===== src/rtl/header_load_ctrl_pkg.sv =====
// Shared types and defaults for the block-header load controller.
package hdr_load_pkg;

    typedef enum logic [1:0] {
        IDLE      = 2'd0,
        LOAD      = 2'd1,
        WAIT_CORE = 2'd2
    } hl_state_t;

    localparam int HDR_BYTES_DEF      = 80;
    localparam int ADDR_W_DEF         = 7;
    localparam int TIMEOUT_CYCLES_DEF = 100000;

endpackage


===== src/rtl/header_load_ctrl_if.sv =====
// Receiver / hashing-core / header-register signals of the header load controller.
interface header_load_ctrl_if #(
    parameter int ADDR_W = 7
) ();
    logic              rx_valid;
    logic [7:0]        rx_byte;
    logic              rx_error;
    logic              core_done;
    logic              clear_err;
    logic              load;
    logic [ADDR_W-1:0] address;
    logic [7:0]        load_data;
    logic              hash_start;
    logic              busy;
    logic              overrun;
    logic              frame_err;
    logic              timeout;

    // Environment side: drives received bytes and core status, observes the write port.
    modport master (
        output rx_valid, rx_byte, rx_error, core_done, clear_err,
        input  load, address, load_data, hash_start, busy, overrun, frame_err, timeout
    );

    // Controller side.
    modport slave (
        input  rx_valid, rx_byte, rx_error, core_done, clear_err,
        output load, address, load_data, hash_start, busy, overrun, frame_err, timeout
    );
endinterface


===== src/rtl/header_load_ctrl_idle_timer.sv =====
// Inter-byte gap timer: counts enabled clocks, flags the last allowed idle clock.
module idle_timer #(
    parameter int TIMEOUT_CYCLES = 100000
) (
    input  logic clk,
    input  logic n_rst,
    input  logic en,
    input  logic clr,
    output logic expired
);
    localparam int TW = $clog2(TIMEOUT_CYCLES + 1);
    localparam logic [TW-1:0] LAST = TW'(TIMEOUT_CYCLES - 1);

    logic [TW-1:0] timer_q, timer_d;

    // Clear wins over counting; the count parks at LAST so it can never wrap.
    always_comb begin
        timer_d = timer_q;
        if (clr)
            timer_d = '0;
        else if (en && (timer_q != LAST))
            timer_d = timer_q + TW'(1);
    end

    // Timer register.
    always_ff @(posedge clk or negedge n_rst) begin
        if (!n_rst)
            timer_q <= '0;
        else
            timer_q <= timer_d;
    end

    assign expired = en && (timer_q == LAST);
endmodule


===== src/rtl/header_load_ctrl.sv =====
// Sequences received bytes into the 80-byte header register and hands the header to the hashing core.
module header_load_ctrl
    import hdr_load_pkg::*;
#(
    parameter int HDR_BYTES      = HDR_BYTES_DEF,
    parameter int ADDR_W         = ADDR_W_DEF,
    parameter int TIMEOUT_CYCLES = TIMEOUT_CYCLES_DEF
) (
    input  logic                clk,
    input  logic                n_rst,
    header_load_ctrl_if.slave   bus
);
    hl_state_t         state_q, state_d;
    logic [ADDR_W-1:0] byte_cnt_q, byte_cnt_d;
    logic              pend_q, pend_d;         // last byte written, hash_start due next cycle
    logic              load_q, load_d;
    logic [ADDR_W-1:0] address_q, address_d;
    logic [7:0]        load_data_q, load_data_d;
    logic              hash_start_q, hash_start_d;
    logic              overrun_q, overrun_d;
    logic              frame_err_q, frame_err_d;
    logic              timeout_q, timeout_d;

    logic rx_open, accept, bad_byte, drop_byte, last_byte;
    logic tmr_en, tmr_clr, tmr_expired, tmo;

    // Bytes are taken only while collecting; the completion cycle already belongs to the core.
    assign rx_open   = ((state_q == IDLE) || (state_q == LOAD)) && !pend_q;
    assign accept    = bus.rx_valid && !bus.rx_error && rx_open;
    assign bad_byte  = bus.rx_valid &&  bus.rx_error && rx_open;
    assign drop_byte = bus.rx_valid && !rx_open;
    assign last_byte = (byte_cnt_q == ADDR_W'(HDR_BYTES - 1));

    assign tmr_en  = (state_q == LOAD) && !pend_q;
    assign tmr_clr = bus.rx_valid || !tmr_en;
    assign tmo     = tmr_expired && !bus.rx_valid;

    idle_timer #(
        .TIMEOUT_CYCLES (TIMEOUT_CYCLES)
    ) u_idle_timer (
        .clk     (clk),
        .n_rst   (n_rst),
        .en      (tmr_en),
        .clr     (tmr_clr),
        .expired (tmr_expired)
    );

    // State register.
    always_ff @(posedge clk or negedge n_rst) begin
        if (!n_rst)
            state_q <= IDLE;
        else
            state_q <= state_d;
    end

    // Next-state logic.
    always_comb begin
        state_d = state_q;
        case (state_q)
            IDLE:      if (accept) state_d = LOAD;
            LOAD: begin
                if (pend_q)
                    state_d = WAIT_CORE;
                else if (bad_byte || tmo)
                    state_d = IDLE;
            end
            WAIT_CORE: if (bus.core_done) state_d = IDLE;
            default:   state_d = IDLE;
        endcase
    end

    // Byte counter, registered write port, hash_start and sticky flags.
    always_comb begin
        byte_cnt_d   = byte_cnt_q;
        pend_d       = 1'b0;
        hash_start_d = pend_q;
        load_d       = accept;
        address_d    = address_q;
        load_data_d  = load_data_q;
        if (accept) begin
            address_d   = byte_cnt_q;
            load_data_d = bus.rx_byte;
            if (last_byte)
                pend_d = 1'b1;              // counter saturates at the header end
            else
                byte_cnt_d = byte_cnt_q + ADDR_W'(1);
        end
        if (bad_byte || tmo || pend_q)
            byte_cnt_d = '0;
        // Setting beats clearing so an event coinciding with clear_err is not lost.
        overrun_d   = drop_byte || (overrun_q   && !bus.clear_err);
        frame_err_d = bad_byte  || (frame_err_q && !bus.clear_err);
        timeout_d   = tmo       || (timeout_q   && !bus.clear_err);
    end

    // Datapath and flag registers.
    always_ff @(posedge clk or negedge n_rst) begin
        if (!n_rst) begin
            byte_cnt_q   <= '0;
            pend_q       <= 1'b0;
            load_q       <= 1'b0;
            address_q    <= '0;
            load_data_q  <= '0;
            hash_start_q <= 1'b0;
            overrun_q    <= 1'b0;
            frame_err_q  <= 1'b0;
            timeout_q    <= 1'b0;
        end else begin
            byte_cnt_q   <= byte_cnt_d;
            pend_q       <= pend_d;
            load_q       <= load_d;
            address_q    <= address_d;
            load_data_q  <= load_data_d;
            hash_start_q <= hash_start_d;
            overrun_q    <= overrun_d;
            frame_err_q  <= frame_err_d;
            timeout_q    <= timeout_d;
        end
    end

    // Output decode: busy from state, everything else straight from flops.
    always_comb begin
        bus.busy       = (state_q == LOAD) || (state_q == WAIT_CORE);
        bus.load       = load_q;
        bus.address    = address_q;
        bus.load_data  = load_data_q;
        bus.hash_start = hash_start_q;
        bus.overrun    = overrun_q;
        bus.frame_err  = frame_err_q;
        bus.timeout    = timeout_q;
    end
endmodule


===== src/flat_wrapper.sv =====
// flat-port wrapper written by rule: the top's interface ports become plain ports
module header_load_ctrl_flat import hdr_load_pkg::*;
#(
    parameter int HDR_BYTES      = HDR_BYTES_DEF,
    parameter int ADDR_W         = ADDR_W_DEF,
    parameter int TIMEOUT_CYCLES = TIMEOUT_CYCLES_DEF
)
  (clk, n_rst, bus_rx_valid, bus_rx_byte, bus_rx_error, bus_core_done, bus_clear_err, bus_load, bus_address, bus_load_data, bus_hash_start, bus_busy, bus_overrun, bus_frame_err, bus_timeout);
  header_load_ctrl_if #(.ADDR_W(ADDR_W)) bus_i ();
  input  logic clk;
  input  logic n_rst;
  input wire logic [$bits(bus_i.rx_valid)-1:0] bus_rx_valid;
  input wire logic [$bits(bus_i.rx_byte)-1:0] bus_rx_byte;
  input wire logic [$bits(bus_i.rx_error)-1:0] bus_rx_error;
  input wire logic [$bits(bus_i.core_done)-1:0] bus_core_done;
  input wire logic [$bits(bus_i.clear_err)-1:0] bus_clear_err;
  output wire logic [$bits(bus_i.load)-1:0] bus_load;
  output wire logic [$bits(bus_i.address)-1:0] bus_address;
  output wire logic [$bits(bus_i.load_data)-1:0] bus_load_data;
  output wire logic [$bits(bus_i.hash_start)-1:0] bus_hash_start;
  output wire logic [$bits(bus_i.busy)-1:0] bus_busy;
  output wire logic [$bits(bus_i.overrun)-1:0] bus_overrun;
  output wire logic [$bits(bus_i.frame_err)-1:0] bus_frame_err;
  output wire logic [$bits(bus_i.timeout)-1:0] bus_timeout;
  assign bus_i.rx_valid = bus_rx_valid;
  assign bus_i.rx_byte = bus_rx_byte;
  assign bus_i.rx_error = bus_rx_error;
  assign bus_i.core_done = bus_core_done;
  assign bus_i.clear_err = bus_clear_err;
  assign bus_load = bus_i.load;
  assign bus_address = bus_i.address;
  assign bus_load_data = bus_i.load_data;
  assign bus_hash_start = bus_i.hash_start;
  assign bus_busy = bus_i.busy;
  assign bus_overrun = bus_i.overrun;
  assign bus_frame_err = bus_i.frame_err;
  assign bus_timeout = bus_i.timeout;
  header_load_ctrl #(.HDR_BYTES(HDR_BYTES), .ADDR_W(ADDR_W), .TIMEOUT_CYCLES(TIMEOUT_CYCLES)) u_core (.clk(clk), .n_rst(n_rst), .bus(bus_i));
endmodule

===== config.mk =====
export PLATFORM = sky130hd
export DESIGN_NAME = header_load_ctrl_flat
export DESIGN_NICKNAME = d
export VERILOG_FILES = /design/src/rtl/header_load_ctrl_pkg.sv /design/src/rtl/header_load_ctrl_if.sv /design/src/rtl/header_load_ctrl_idle_timer.sv /design/src/rtl/header_load_ctrl.sv /design/src/flat_wrapper.sv
export SDC_FILE = /design/constraint.sdc
export NUM_CORES = 1
export LEC_CHECK = 0
export ABC_AREA = 1
export BUFFER_PORTS_ARGS = -buffer_cell sky130_fd_sc_hd__clkbuf_2
export CAP_MARGIN = 10
export CORE_UTILIZATION = 50
export CTS_BUF_LIST = sky130_fd_sc_hd__clkbuf_2
export DETAILED_ROUTE_END_ITERATION = 8
export PLACE_DENSITY = 0.72
export RECOVER_POWER = 50
export SLEW_MARGIN = 20
export SYNTH_ARGS = -nofsm -noshare
export SYNTH_HDL_FRONTEND = slang
export SYNTH_SLANG_ARGS = --single-unit

===== constraint.sdc =====
create_clock -name clk -period 4.7 [get_ports clk]
set_clock_uncertainty 0.2 [all_clocks]
set_input_delay 0.47 -clock clk [delete_from_list [all_inputs] [get_ports clk]]
set_output_delay 0.47 -clock clk [all_outputs]
set_load 0.02 [all_outputs]

# == Word-level counts from Yosys, hierarchy flattened ==
# Cells that the tools add are included.
# W data, S select, Z words.
# op_classes
add_sub_neg,2
mul,0
div,0
magnitude_cmp,0
eq_ne,9
shift,0
mux,12
bitwise,0
reduce_logical,32
# op_table
op,n
$mux W17,2
$mux W7,3
$add A17 B1 Y17 const B,1
$eq A17 B17 Y1 const B,1
$ne A17 B17 Y1 const B,1
$logic_and A1 B1 Y1,13
$logic_or A1 B1 Y1,8
$mux W2,4
$add A7 B1 Y7 const B,1
$eq A7 B7 Y1 const B,1
$logic_not A1 Y1,6
$pmux W2 S3,1
$ne A2 B2 Y1 const B,2
$reduce_bool A2 Y1,2
$ne A3 B2 Y1 const B,1
$reduce_and A3 Y1,1
$eq A2 B1 Y1 const B,1
$eq A2 B2 Y1 const B,1
$logic_not A2 Y1,1
$mux W1,2
$ne A2 B1 Y1 const B,1
$reduce_and A2 Y1,1
# word_totals
ff_bits,47
latch_bits,0
ram_bits,0
mem_bits_ro,0
out_inout_bits,21
wordCells,66
memories,0

# == Longest topological paths before layout ==
# depth
ltp_word,8
ltp_mapped,10

# == Cells and area by module ==
# Synthesis repeated with hierarchy kept, for this count alone.
# unflattened
hier_cells,358
hier_area_um2,2670.1
# by_module_without_submodules
module,n_inst,cells_per_inst,area_per_inst_um2,seq_area_each_um2
header_load_ctrl,1,171,1460.2,750.7
idle_timer,1,187,1209.9,425.4

# == Worst setup path before layout ==
# Ideal clock, no wire load.
# synth_path
path_type,register to register
start,register u_core.state_q[0]
end,register u_core.byte_cnt_q[1]
setup_time_ns,0.078
arrival_ns,1.387
slack_ns,3.035
stages_incl_launch_ff,8
path_buffers,0
period_less_slack_ns,1.665
path_cell_list,dfrtp_1 -> inv_1 -> ha_1 -> o21ai_2 -> inv_1 -> nand3_1 -> nand3_2 -> a21oi_1
# synth_between
elab_chain_len,8
word_cells_on_any_way,15
classes_between,2 x eq/ne; 1 x mux; 12 x reduce/logical
# synth_lines
item,line_no,text
"start, declared",header_load_ctrl.sv:13,"hl_state_t state_q, state_d;"
"start signal, assigned",header_load_ctrl.sv:53,state_q <= state_d;
$eq A2 B1 Y1 or $logic_not A2 Y1 (tied branches),"header_load_ctrl.sv:28, header_load_ctrl.sv:34",
$logic_or A1 B1 Y1 or $logic_and A1 B1 Y1 (tied branches),"header_load_ctrl.sv:28, header_load_ctrl.sv:34",
"$logic_and A1 B1 Y1, on equally long branches","header_load_ctrl.sv:28, header_load_ctrl_idle_timer.sv:33",
"$logic_and A1 B1 Y1, on equally long branches","header_load_ctrl.sv:30, header_load_ctrl.sv:36",
$logic_or A1 B1 Y1 (2 in series),header_load_ctrl.sv:88,if (bad_byte || tmo || pend_q)
$ne A2 B2 Y1 (no line) or $reduce_bool A2 Y1 (tied branches),-,
$reduce_and A2 Y1 (no line),-,
"end signal, assigned",header_load_ctrl.sv:109,byte_cnt_q <= byte_cnt_d;
"end, declared",header_load_ctrl.sv:14,"logic [ADDR_W-1:0] byte_cnt_q, byte_cnt_d;"
# Parallel ways exist; a longest one is shown, timed or not.
# A chain may end at the register's enable or synchronous reset.

==> impl_metrics.csv <==
group,metric,value,unit
yosys,seq_area_frac_synth,0.5111,
timing,timing.fmax,342.1,MHz
setup_path,cp_slowest_stage_delay,1710,ps
timing,layout_setup_ws,1777,ps
setup_path,critPathSlowestCell,"clkbuf_1",
cts,cts_root_buf,"clkbuf_2",
placement,io_buffer_count,34,
global_routing,gr-usage-met2,0.3632,
setup_path,path_cells,"dlygate4sd3_1 -> clkbuf_2 -> clkbuf_1",
yosys,avgSynthCellArea,8.816,um^2
routing,route.detailed.drc,0,
routing,wl_per_cell,12.29,um
die,fp.dieH,69.84,um
routing,wl,4463,um
routing,viasPerCell,5.055,
die,io_pins,35,
yosys,synth.mux.area_fraction,0,
timing,tightest_slew,2416,ps
yosys,syn_nets,280,
die,die_area,4877,um^2
global_routing,grt_use_met3,0.05814,
setup_path,critPathLaunchType,"input pin",
setup_path,regToRegEndpoint,"u_core.state_q[1]",
global_routing,busiest_layer,"met2",
cts,cts_hold_buf,9,
power_and_ir_drop,p_per_area,395.1,nW/um^2
power_and_ir_drop,ir_drop,0.0002812,V
setup_path,cpLargestDelayFamily,"buffers and inverters",
global_routing,grt_first_pass_wirelength,7872,um
timing,post-route-min-period,2923,ps
finish,fin_nets,329,
cts,htree_levels,2,
cts,clock_latency,430,ps
setup_path,timing.rr.start,"u_core.state_q[0]",
timing,timing.hold.ws,74.08,ps
yosys,synth_compound_gate_area_share,0.09625,
cts,cts_resized,0,
hold_path,whs_path_depth,3,
timing,rsz0062_at_grt,"no",
die,rows,24,
setup_path,critPathArrivalTime,2810,ps
hold_path,hp-start,"bus_rx_valid",
placement,gp_congestion,0.7943,
cts,clockBufferDepth,2,
placement,dpl.hpwl,3137,um
placement,post-place-ws,2606,ps
die,initial_utilization,0.5248,
global_routing,grt_max_degree,48,
die,fp.dieW,69.84,um
routing,dr.pass1.iters,5,
global_routing,grt_pass1_vias,1861,
setup_path,worstPathRequired,4590,ps
cts,cts.sinks,47,
routing,route.vias.total,1835,
job,cap_violations,1,
yosys,ys_seq_elements,47,
timing,final-setup-viol-count,0,
routing,drt_iter0_drc,81,
finish,drive_gt1_frac,0.2026,
cts,path_clk_slew,240,ps
hold_path,hp-class,"input pin to flip-flop",
yosys,syn-cell-area,2301,um^2
yosys,synth_top_family_by_area,"simple AND/OR/NAND/NOR gates",
yosys,synth-xor-area-share,0.02284,
finish,diodes,0,
finish,area_growth,15.50,%
routing,ant_nets,0,
setup_path,critPathMaxFanout,47,
finish,fin_util,0.6062,
setup_path,worstRegToRegCells,9,
timing,fin_crit_sh,0.6219,
placement,placed_area,2526,um^2
hold_path,worstHoldEndpoint,"u_core.bus.overrun",
timing,finalHoldViolations,0,
cts,numCtsBuffers,5,
yosys,synthCells,261,
die,core-area,4384,um^2
yosys,synth-simple-area-share,0.2751,
power_and_ir_drop,p_leak,0.001298,uW
setup_path,rrSetupSlack,1800,ps
global_routing,overflow,0,
timing,fin_setup_tns,0,ps
run_status,status,"finished with violations",
timing,relSlewSlack,-0.6107,
finish,fin_area,2658,um^2
yosys,synth_fa_ha_area_frac,0.02719,
global_routing,met1_usage,0.2321,
cts,cts_setup_buffers,0,
cts,tritoncts,"done",
setup_path,endpoint_kind,"asynchronous set/reset pin",
setup_path,setup.worst_path.class,"input pin to asynchronous set/reset pin",
yosys,yosysWarnings,0,
timing,final_max_slew_viol_count,48,
run_status,violations,"max-capacitance violations, max-slew violations",
yosys,ys_types,32,
setup_path,critPathBufInv,3,
global_routing,grtUsageTotal,0.2052,
global_routing,antenna_found_initial,0,
synthesized netlist by cell type:
cell type	n	area, um^2
nor2_8	1	20.02
a41oi_1	1	8.760
nor2_4	2	22.52
buf_2	2	10.01
or2_4	1	8.760
and3_1	1	6.260
o21ai_2	7	61.31
xor2_1	4	35.03
dfrtp_1	47	1176
inv_4	1	6.260
xnor2_1	2	17.52
a21oi_1	11	55.05
inv_1	31	116.4
nor2_1	22	82.58
nor3_2	3	30.03
nand4_1	6	37.54
a21o_1	1	7.510
o21a_1	2	15.01
nand3_2	3	30.03
o21ai_0	8	40.04
ha_1	5	62.56
nand2_4	1	11.26
a31oi_1	1	6.260
nor2_2	5	31.28
nand3_1	13	65.06
inv_2	4	15.01
o22ai_1	1	6.260
a22oi_4	1	21.27
nor3_1	7	35.03
buf_4	1	7.510
nand2_2	2	12.51
nand2_1	64	240.2
placed cells by master (no fill, tap or decap), types with 2 or more instances in the layout:
cell and n:
clkbuf_1 8, nand3_1 13, nand2_2 2, nand3_2 3
o21ai_0 9, xor2_1 4, clkbuf_2 32, nand4_1 6
inv_1 31, o21a_1 2, inv_2 4, nor2_4 2
a21oi_1 11, nor3_2 3, ha_1 5, nand2_1 64
o21ai_2 6, dlygate4sd3_1 10, nor3_1 7, nor2_1 23
xnor2_1 2, nor2_2 5, dfrtp_1 47
worst max path at each step:
stage,slack (ps),end,cells after the start,start
after detailed placement,2610,u_core.state_q[1],9,u_core.state_q[0]
after CTS,2580,u_core.state_q[1],9,u_core.state_q[0]
final,1780,u_core.u_idle_timer.timer_q[12],3,n_rst
after global routing,1290,u_core.byte_cnt_q[2],3,n_rst
after floorplan,3030,u_core.byte_cnt_q[1],7,u_core.state_q[0]
after global placement,2660,u_core.state_q[1],9,bus_rx_valid
registers in the layout, indices dropped and copies added, names as in the netlist:
| register | flops |
|---|---|
| u_core.bus.address | 7 |
| u_core.bus.frame_err | 1 |
| u_core.bus.hash_start | 1 |
| u_core.bus.load | 1 |
| u_core.bus.load_data | 8 |
| u_core.bus.overrun | 1 |
| u_core.bus.timeout | 1 |
| u_core.byte_cnt_q | 7 |
| u_core.hash_start_d | 1 |
| u_core.state_q | 2 |
| u_core.u_idle_timer.timer_q | 17 |
through the flow:
stage | std cells | total power [uW]
6_report | 363 | 1050
5_1_grt | 363 | 1119
4_1_cts | 362 | 1077
3_5_place_dp | 345 | 855.0
3_3_place_gp | 345 | 845.8
2_1_floorplan | 261 | 751.9
cell type report:
class                   count  area (um^2)
well taps                  52        65.06
clock buffers               5        25.02
inverters                  36        137.6
multi-input cells         175        949.7
repair buffers             45        265.3
fillers                   398         1727
clock inverters             3        38.79
flip-flops and latches     47         1176
power breakdown:
| group | internal, uW | leakage, uW | switching [uW] |
|---|---|---|---|
| Sequential | 469 | 0.000634 | 43.5 |
| Combinational | 105 | 0.000624 | 214 |
| Clock | 87.4 | 0.0000404 | 130 |
| Total | 662 | 0.00130 | 388 |
tightest hold or removal path, cell delays in order:
cell      delay [ps]
clkbuf_2         110
inv_2             60
o22ai_1           70
metal layers:
| metal | vias up | wire length [um] |
|---|---|---|
| met1 | 856 | 1894 |
| met4 | 0 | 80 |
| met2 | 34 | 2315 |
| li1 | 937 | - |
| met5 | - | 0 |
| met3 | 8 | 173 |
cells by family after synthesis:
group                    Yosys count
flip-flops                        47
AO/OA/AOI/OAI                     33
XOR/XNOR                           6
adder cells (fa/ha/maj)            5
buffers and inverters             39
AND/OR/NAND/NOR                  131
Power figures use the tool's default switching activity.
